File: src/rtl/br_resolve_tracker_if.sv
// Branch tracker bus: decode-side enqueue, writeback-side resolve,
// and the PHT update / fetch redirect / statistics outputs.
interface br_resolve_tracker_if #(
    parameter int DEPTH = 4,
    parameter int IDX_W = 8
);
    localparam int CNT_W = $clog2(DEPTH) + 1;

    logic             enq_valid;
    logic [15:0]      enq_pc;
    logic             enq_pred_taken;
    logic [15:0]      enq_pred_target;
    logic             enq_ready;

    logic             res_valid;
    logic [15:0]      res_pc;
    logic             res_taken;
    logic [15:0]      res_target;

    logic             ext_flush;

    logic             upd_valid;
    logic [IDX_W-1:0] upd_index;
    logic             upd_taken;
    logic             mispredict;
    logic [15:0]      redirect_pc;
    logic [CNT_W-1:0] count;
    logic [15:0]      stat_branches;
    logic [15:0]      stat_mispredicts;
    logic             protocol_err;

    // Pipeline side: drives branches in and resolutions, observes results
    modport master (
        output enq_valid, enq_pc, enq_pred_taken, enq_pred_target,
        output res_valid, res_pc, res_taken, res_target, ext_flush,
        input  enq_ready, upd_valid, upd_index, upd_taken, mispredict,
        input  redirect_pc, count, stat_branches, stat_mispredicts, protocol_err
    );

    // Tracker side
    modport slave (
        input  enq_valid, enq_pc, enq_pred_taken, enq_pred_target,
        input  res_valid, res_pc, res_taken, res_target, ext_flush,
        output enq_ready, upd_valid, upd_index, upd_taken, mispredict,
        output redirect_pc, count, stat_branches, stat_mispredicts, protocol_err
    );
endinterface

File: src/rtl/br_resolve_tracker.sv
// In-flight conditional-branch tracker: holds predictions from decode in a
// circular FIFO, checks them at writeback, updates the PHT and redirects
// fetch on a mispredict. Also keeps saturating branch/mispredict counters.
module br_resolve_tracker #(
    parameter int DEPTH = 4,
    parameter int IDX_W = 8
) (
    input logic               clk,
    input logic               rst_n,
    br_resolve_tracker_if.slave bus
);
    localparam int PTR_W = $clog2(DEPTH);
    localparam int CNT_W = PTR_W + 1;

    // Entry storage; contents are only meaningful for occupied slots
    logic [15:0]      pc_mem  [DEPTH];
    logic             pt_mem  [DEPTH];
    logic [15:0]      tgt_mem [DEPTH];

    logic [PTR_W-1:0] rd_ptr;
    logic [PTR_W-1:0] wr_ptr;
    logic [CNT_W-1:0] count_r;
    logic             enq_ready_c;

    logic             res_ok;
    logic             mis_c;
    logic             enq_do;
    logic             squash;
    logic [15:0]      redirect_c;

    logic             upd_valid_r;
    logic [IDX_W-1:0] upd_index_r;
    logic             upd_taken_r;
    logic             mispredict_r;
    logic [15:0]      redirect_r;
    logic [15:0]      stat_br_r;
    logic [15:0]      stat_mis_r;
    logic             perr_r;

    function automatic logic [15:0] sat_inc(input logic [15:0] v);
        return (v == 16'hFFFF) ? v : v + 16'd1;
    endfunction

    assign enq_ready_c = (count_r != CNT_W'(DEPTH));

    // Resolve qualification, mispredict detection and next-PC selection
    always_comb begin
        res_ok     = 1'b0;
        mis_c      = 1'b0;
        redirect_c = bus.res_taken ? bus.res_target : bus.res_pc + 16'd2;
        if (bus.res_valid && (count_r != '0) && (bus.res_pc == pc_mem[rd_ptr])) begin
            res_ok = 1'b1;
            mis_c  = (pt_mem[rd_ptr] != bus.res_taken) ||
                     (bus.res_taken && (tgt_mem[rd_ptr] != bus.res_target));
        end
        // Anything younger than a mispredicting head, or any flush, kills the enqueue
        squash = bus.ext_flush || mis_c;
        enq_do = bus.enq_valid && enq_ready_c && !squash;
    end

    // Entry write on an accepted, surviving enqueue
    always_ff @(posedge clk) begin
        if (enq_do) begin
            pc_mem[wr_ptr]  <= bus.enq_pc;
            pt_mem[wr_ptr]  <= bus.enq_pred_taken;
            tgt_mem[wr_ptr] <= bus.enq_pred_target;
        end
    end

    // FIFO pointers and occupancy
    always_ff @(posedge clk or negedge rst_n) begin
        if (!rst_n) begin
            rd_ptr  <= '0;
            wr_ptr  <= '0;
            count_r <= '0;
        end else if (squash) begin
            rd_ptr  <= wr_ptr;
            count_r <= '0;
        end else begin
            if (enq_do) wr_ptr <= wr_ptr + PTR_W'(1);
            if (res_ok) rd_ptr <= rd_ptr + PTR_W'(1);
            count_r <= count_r + CNT_W'(enq_do) - CNT_W'(res_ok);
        end
    end

    // Registered PHT update, redirect, statistics and sticky error
    always_ff @(posedge clk or negedge rst_n) begin
        if (!rst_n) begin
            upd_valid_r  <= 1'b0;
            upd_index_r  <= '0;
            upd_taken_r  <= 1'b0;
            mispredict_r <= 1'b0;
            redirect_r   <= '0;
            stat_br_r    <= '0;
            stat_mis_r   <= '0;
            perr_r       <= 1'b0;
        end else begin
            upd_valid_r  <= res_ok;
            mispredict_r <= mis_c;
            if (res_ok) begin
                upd_index_r <= bus.res_pc[IDX_W-1:0];
                upd_taken_r <= bus.res_taken;
                stat_br_r   <= sat_inc(stat_br_r);
            end
            if (mis_c) begin
                redirect_r <= redirect_c;
                stat_mis_r <= sat_inc(stat_mis_r);
            end
            if (bus.res_valid && !res_ok) perr_r <= 1'b1;
        end
    end

    assign bus.enq_ready        = enq_ready_c;
    assign bus.count            = count_r;
    assign bus.upd_valid        = upd_valid_r;
    assign bus.upd_index        = upd_index_r;
    assign bus.upd_taken        = upd_taken_r;
    assign bus.mispredict       = mispredict_r;
    assign bus.redirect_pc      = redirect_r;
    assign bus.stat_branches    = stat_br_r;
    assign bus.stat_mispredicts = stat_mis_r;
    assign bus.protocol_err     = perr_r;
endmodule

File: src/flat_wrapper.sv
// flat-port wrapper written by rule: the top's interface ports become plain ports
module br_resolve_tracker_flat 
#(
    parameter int DEPTH = 4,
    parameter int IDX_W = 8
)
  (clk, rst_n, bus_enq_valid, bus_enq_pc, bus_enq_pred_taken, bus_enq_pred_target, bus_res_valid, bus_res_pc, bus_res_taken, bus_res_target, bus_ext_flush, bus_enq_ready, bus_upd_valid, bus_upd_index, bus_upd_taken, bus_mispredict, bus_redirect_pc, bus_count, bus_stat_branches, bus_stat_mispredicts, bus_protocol_err);
  br_resolve_tracker_if #(.DEPTH(DEPTH), .IDX_W(IDX_W)) bus_i ();
  input logic clk;
  input logic rst_n;
  input wire logic [$bits(bus_i.enq_valid)-1:0] bus_enq_valid;
  input wire logic [$bits(bus_i.enq_pc)-1:0] bus_enq_pc;
  input wire logic [$bits(bus_i.enq_pred_taken)-1:0] bus_enq_pred_taken;
  input wire logic [$bits(bus_i.enq_pred_target)-1:0] bus_enq_pred_target;
  input wire logic [$bits(bus_i.res_valid)-1:0] bus_res_valid;
  input wire logic [$bits(bus_i.res_pc)-1:0] bus_res_pc;
  input wire logic [$bits(bus_i.res_taken)-1:0] bus_res_taken;
  input wire logic [$bits(bus_i.res_target)-1:0] bus_res_target;
  input wire logic [$bits(bus_i.ext_flush)-1:0] bus_ext_flush;
  output wire logic [$bits(bus_i.enq_ready)-1:0] bus_enq_ready;
  output wire logic [$bits(bus_i.upd_valid)-1:0] bus_upd_valid;
  output wire logic [$bits(bus_i.upd_index)-1:0] bus_upd_index;
  output wire logic [$bits(bus_i.upd_taken)-1:0] bus_upd_taken;
  output wire logic [$bits(bus_i.mispredict)-1:0] bus_mispredict;
  output wire logic [$bits(bus_i.redirect_pc)-1:0] bus_redirect_pc;
  output wire logic [$bits(bus_i.count)-1:0] bus_count;
  output wire logic [$bits(bus_i.stat_branches)-1:0] bus_stat_branches;
  output wire logic [$bits(bus_i.stat_mispredicts)-1:0] bus_stat_mispredicts;
  output wire logic [$bits(bus_i.protocol_err)-1:0] bus_protocol_err;
  assign bus_i.enq_valid = bus_enq_valid;
  assign bus_i.enq_pc = bus_enq_pc;
  assign bus_i.enq_pred_taken = bus_enq_pred_taken;
  assign bus_i.enq_pred_target = bus_enq_pred_target;
  assign bus_i.res_valid = bus_res_valid;
  assign bus_i.res_pc = bus_res_pc;
  assign bus_i.res_taken = bus_res_taken;
  assign bus_i.res_target = bus_res_target;
  assign bus_i.ext_flush = bus_ext_flush;
  assign bus_enq_ready = bus_i.enq_ready;
  assign bus_upd_valid = bus_i.upd_valid;
  assign bus_upd_index = bus_i.upd_index;
  assign bus_upd_taken = bus_i.upd_taken;
  assign bus_mispredict = bus_i.mispredict;
  assign bus_redirect_pc = bus_i.redirect_pc;
  assign bus_count = bus_i.count;
  assign bus_stat_branches = bus_i.stat_branches;
  assign bus_stat_mispredicts = bus_i.stat_mispredicts;
  assign bus_protocol_err = bus_i.protocol_err;
  br_resolve_tracker #(.DEPTH(DEPTH), .IDX_W(IDX_W)) u_core (.clk(clk), .rst_n(rst_n), .bus(bus_i));
endmodule
File: config.mk
export PLATFORM = sky130hd
export DESIGN_NAME = br_resolve_tracker_flat
export DESIGN_NICKNAME = d
export VERILOG_FILES = /design/src/rtl/br_resolve_tracker_if.sv /design/src/rtl/br_resolve_tracker.sv /design/src/flat_wrapper.sv
export SDC_FILE = /design/constraint.sdc
export NUM_CORES = 1
export LEC_CHECK = 0
export CORE_MARGIN = 2
export CORE_UTILIZATION = 58
export DETAILED_ROUTE_END_ITERATION = 12
export GPL_TIMING_DRIVEN = 0
export PLACE_DENSITY = 0.85
export RECOVER_POWER = 100
export SLEW_MARGIN = 20
export SYNTH_ARGS = -nofsm -noshare
export SYNTH_HDL_FRONTEND = slang
export SYNTH_SLANG_ARGS = --single-unit
File: constraint.sdc
create_clock -name clk -period 6.7 [get_ports clk]
set_input_delay 1.34 -clock clk [delete_from_list [all_inputs] [get_ports clk]]
set_output_delay 1.34 -clock clk [all_outputs]
set_load 0.02 [all_outputs]
# After elaboration in Yosys (flattened, before gate mapping)
# Memory sizes are Yosys's and may differ from the RTL's.
# Index checks and enable logic that the tools add are counted.
[word_totals] register_bits=67 memories=3 ramBits=132
[classes] n_addsub=7 n_eq_ne=6 n_reduce_logical=15 n_mux=8 bitwise=3
[memory_table] name="u_core.pc_mem" words=4 width=16 read_ports=1 rd_ports_with_merged_regs=0 write_ports=1 line="br_resolve_tracker.sv:16" source="logic [15:0] pc_mem [DEPTH];"
[memory_table] name="u_core.tgt_mem" words=4 width=16 read_ports=1 rd_ports_with_merged_regs=0 write_ports=1 line="br_resolve_tracker.sv:18" source="logic [15:0] tgt_mem [DEPTH];"
[memory_table] name="u_core.pt_mem" words=4 width=1 read_ports=1 rd_ports_with_merged_regs=0 write_ports=1 line="br_resolve_tracker.sv:17" source="logic pt_mem [DEPTH];"
[ops] op="$add 16x1->16 const B" n=2
[ops] op="$eq 16x16->1 const B" n=2
[ops] op="$add 16x2->16 const B" n=1
[ops] op="$eq 16x16->1" n=1
[ops] op="$mux 16" n=1
[ops] op="$ne 16x16->1" n=1
[ops] op="$logic_and 1x1->1" n=6
[ops] op="$reduce_and 2->1" n=3
[ops] op="$add 2x1->2 const B" n=2
[ops] op="$mux 1" n=4
[ops] op="$mux 2" n=2
[ops] op="$add 3x1->3" n=1
[ops] op="$mux 3" n=1
[ops] op="$ne 3x3->1 const B" n=1
[ops] op="$not 1->1" n=3
[ops] op="$reduce_bool 3->1" n=1
[ops] op="$sub 3x1->3" n=1
[ops] op="$logic_not 1->1" n=2
[ops] op="$logic_or 1x1->1" n=2
[ops] op="$reduce_bool 2->1" n=1
[ops] op="$ne 1x1->1" n=1

# Longest topological paths before layout
# An unclocked memory read counts as a cell.
[logic_depth] word_depth=11 ltp_mapped=18 depth_no_buf=14

# Worst setup path before layout
# OpenSTA, ideal clock, no wires.
[synth_timing] kind="input to register" start="input port bus_res_target[9]" end="memory u_core.pc_mem[0][0] (enable)" setup_time_ns=0.393 setup_slack_ns=2.691 path_stages=8 arrival_time_ns=3.616 required_ns=6.307 path_cell_list="inv_1 a221oi_1 a41o_1 nand4_1 or4_1 nor3b_4 nor3_4 and2_1"
[synth_via] elab_chain_cells=9
[synth_rtl] element="start: declaration" line="flat_wrapper.sv:18" source="input wire logic [$bits(bus_i.res_target)-1:0] bus_res_target;"
[synth_rtl] element="$ne 16x16->1" line="br_resolve_tracker.sv:54" source="(bus.res_taken && (tgt_mem[rd_ptr] != bus.res_target));"
[synth_rtl] element="$logic_and 1x1->1" line="br_resolve_tracker.sv:54"
[synth_rtl] element="$logic_or 1x1->1" line="br_resolve_tracker.sv:53" source="mis_c = (pt_mem[rd_ptr] != bus.res_taken) ||"
[synth_rtl] element="$mux 1" line="br_resolve_tracker.sv:51" source="if (bus.res_valid && (count_r != '0) && (bus.res_pc == pc_mem[rd_ptr])) begin"
[synth_rtl] element="$logic_or 1x1->1" line="br_resolve_tracker.sv:57" source="squash = bus.ext_flush || mis_c;"
[synth_rtl] element="$logic_not 1->1" line="br_resolve_tracker.sv:58" source="enq_do = bus.enq_valid && enq_ready_c && !squash;"
[synth_rtl] element="$logic_and 1x1->1" line="br_resolve_tracker.sv:58"
[synth_rtl] element="$mux 1" line="br_resolve_tracker.sv:63" source="if (enq_do) begin"
[synth_rtl] element="$mux 1 (not written as such)" line="br_resolve_tracker.sv:64" source="pc_mem[wr_ptr] <= bus.enq_pc;"
[synth_rtl] element="end: declaration" line="br_resolve_tracker.sv:16"
# Every way passes these cells.

# Final worst setup path
[layout_timing] start="input port bus_res_pc[1]" end="memory u_core.pc_mem[0][13] (enable)"
[layout_via] elab_chain_cells=8
[layout_rtl] element="start: declaration" line="flat_wrapper.sv:16" source="input wire logic [$bits(bus_i.res_pc)-1:0] bus_res_pc;"
[layout_rtl] element="$eq 16x16->1" line="br_resolve_tracker.sv:51"
[layout_rtl] element="$logic_and 1x1->1" line="br_resolve_tracker.sv:51"
[layout_rtl] element="$mux 1" line="br_resolve_tracker.sv:51"
[layout_rtl] element="$logic_or 1x1->1" line="br_resolve_tracker.sv:57"
[layout_rtl] element="$logic_not 1->1" line="br_resolve_tracker.sv:58"
[layout_rtl] element="$logic_and 1x1->1" line="br_resolve_tracker.sv:58"
[layout_rtl] element="$mux 1" line="br_resolve_tracker.sv:63"
[layout_rtl] element="$mux 1 (not written as such)" line="br_resolve_tracker.sv:64"
# Every way passes these cells.

==> run metrics <==
Final Non-Filler Cells=929; Worst VDD drop=0.000195 V; Tot Pwr=3.17 mW; first-pass GRT wire length=30.1 mm; Clock Sinks=199; Main synth FF type=edfxtp_1; # hold bufs at CTS=0; Post-Route WL=19.4 mm; pwr/cell area=290 nW/um^2; Core ar.=15000 um^2; largest net degree at the start of global routing=49; Worst slew margin=-70.0%; CP Capture Type=flip-flop; WS Path Type=input port to flip-flop; routability congestion estimate=0.837; hold path start=u_core.bus.protocol_err$_DFFE_PN0P_; fin area=11000 um^2; Data required, critical path=6.88 ns; mux share of post-synthesis cell area=12.3%; failing checks=capacitance limit, slew limit; worst skew pair latency=0.44 ns; min Tclk post-route=5.38 ns; drt pass-1 iters=5; compound-cell area share of the yosys netlist=2.56%; simple-gate share of the synthesized area=9.00%; Mapped Nets=655; Ports=135; Min Hold Slack=0.448 ns; RSZ-0062 raised after global routing=no; CP startpoint=bus_res_pc[1]; CTS tree=built; Post-synth EDFFs=132; cts bufs inserted=17; post-CTS sizing=0; Die Span X=127 um; vias in the first global route=5593; LEAKAGE=4.36 nW; Syn Inst Count=574; Vias/cell=5.93; commonest non-fill, non-tap cell in the layout=edfxtp_1; H-tree Lvls=4; async set-reset flop share out of synthesis=33.7%; Syn. warnings=0; sequential share of the synthesized area=64.0%; CTS root buf=clkbuf_16; critical path peak fanout=18; first-iteration detailed-routing DRC count=430; area of the mapped netlist=8810 um^2; GRT Total Usage=25.2%; status=finished with violations; initial antenna violation count=0; setup TNS=0 ns; Post-Syn Area per Cell=15.3 um^2; DIE AREA=16200 um^2; DRC=0; Reg clk slew, reported paths=0.06 ns; total grt overflow=0; reg2reg start=u_core.rd_ptr[1]$_DFFE_PN0P_; post-route ant nets=0; fin. max-slew vios=49; Max-cap violations=1; Area after DPL=10500 um^2; final setup violation count=0; final net count=810; placed insts=898; DP HPWL=14.2 mm; Starting Density=58.6%; Area Overhead vs Synth=24.4%; commonest cells after routing, fill and taps aside=edfxtp_1 (132), dlygate4sd3_1 (98), dfrtp_1 (67), xnor2_1 (51), nand2_1 (41); Antenna diodes=0; Hold Path Class=flip-flop to flip-flop; number of buffers added on ports=131; Wirelength per Cell=20.9 um; largest family of logic cells by synthesized area=multiplexers; clock buffer depth=2; total number of vias=5511; Setup crit start kind=input port; # rows=45; highest clock rate=186 MHz; Final period util=80.3%; Setup Skew=0.0120 ns; Post-CTS Setup Inserts=0; Final Hold Viols=0; critical path arrival=5.56 ns; Filler Cell Count=935; xor and xnor area share after synthesis=8.48%; Post-Synth Adder-Cell Area=1.51%; Slew @ Worst Pin=2.55 ns; Yosys cell types=56; Die H=127 um; Yosys reg bits=199; layout cells sized above 1=13.4%
[path summary, 6_finish.rpt]
path                                                             to  slack [ns]  cells after the start
min                             u_core.bus.protocol_err$_DFFE_PN0P_        0.45                      1
min in group asynchronous  u_core.bus.stat_branches[11]$_DFFE_PN0P_        1.07                      1
min reg2reg                     u_core.bus.protocol_err$_DFFE_PN0P_        0.45                      1
max                                  u_core.pc_mem[0][13]$_DFFE_PP_        1.32                      9
max in group asynchronous    u_core.bus.redirect_pc[11]$_DFFE_PN0P_        2.69                      2
max reg2reg                          u_core.pc_mem[0][13]$_DFFE_PP_        1.85                     12
[worst max-delay path: stages]
cell and delay, ns:
dlygate4sd3_1 0.78, xor2_1 0.19, nand3_1 0.10, a2111oi_0 0.99
nand3_2 0.23, nor3b_4 0.47, nor3_1 0.25, and2_0 0.76
buf_16 0.42
[synthesized netlist by cell type, drive strengths merged, types with 2 or more instances]
cell / count / share of area, %
nor4: 2 / 0.21
nand2: 41 / 1.8
mux4: 23 / 5.9
clkbuf: 9 / 0.38
nand4: 19 / 1.3
dfrtp: 67 / 19
buf: 14 / 1.4
nor3: 8 / 0.58
and4: 2 / 0.20
or4: 2 / 0.17
a31oi: 2 / 0.14
mux2i: 24 / 2.7
nand3: 22 / 1.3
o311a: 2 / 0.23
nor3b: 4 / 0.47
mux2: 28 / 3.6
and3: 16 / 1.1
ha: 9 / 1.3
xnor2: 56 / 6.0
inv: 8 / 0.34
o21ai: 17 / 0.97
and2: 8 / 0.57
edfxtp: 132 / 45
a21oi: 3 / 0.17
xor2: 25 / 2.5
nor2b: 2 / 0.14
nor2: 14 / 0.77
[cells by family after synthesis]
| logic type | Yosys count |
|---|---|
| AND/OR/NAND/NOR | 144 |
| buffers and inverters | 32 |
| AO/OA/AOI/OAI | 33 |
| multiplexers | 75 |
| flip-flops | 199 |
| XOR/XNOR | 81 |
| adder cells (fa/ha/maj) | 10 |
[per-layer routing]
metal | wire [um] | vias up | GRT usage, %
met5 | 0 | - | 0
met2 | 9680 | 209 | 40.4
li1 | - | 2452 | -
met4 | 556 | 0 | 10.3
met3 | 1190 | 41 | 5.65
met1 | 8020 | 2809 | 33.8
[area by class of cell]
| cell class | instances | area (um^2) | area share [%] |
|---|---|---|---|
| Clock inverter | 12 | 128 | 1.16 |
| Sequential cell | 199 | 5640 | 51.5 |
| Tap cell | 188 | 235 | 2.15 |
| Inverter | 9 | 33.8 | 0.308 |
| Multi-Input combinational cell | 343 | 2930 | 26.8 |
| Buffer | 23 | 143 | 1.30 |
| Clock buffer | 19 | 433 | 3.95 |
| Timing Repair Buffer | 136 | 1410 | 12.9 |
[sequential cells by signal, indices dropped and copies added (netlist names)]
signal	cells
u_core.pc_mem	64
u_core.tgt_mem	64
u_core.bus.redirect_pc	16
u_core.bus.stat_branches	16
u_core.bus.stat_mispredicts	16
u_core.bus.upd_index	8
u_core.pt_mem	4
u_core.bus.count	3
u_core.rd_ptr	2
u_core.wr_ptr	2
u_core.bus.mispredict	1
u_core.bus.protocol_err	1
u_core.bus.upd_taken	1
u_core.bus.upd_valid	1
[power breakdown]
| group | switching (mW) | internal (mW) | leakage [nW] |
|---|---|---|---|
| logic | 0.396 | 0.357 | 1.98 |
| clock network | 0.433 | 0.546 | 0.265 |
| registers | 0.0267 | 1.41 | 2.12 |
[stage by stage]
stage          setup WS (ns)  util [%]
3_5_place_dp            1.92      69.8
4_1_cts                 2.37      73.5
2_1_floorplan           2.69         -
6_report                1.32      72.9
3_3_place_gp            1.22      68.9
5_1_grt                 1.05      72.9
(Power assumes the default switching activity.)
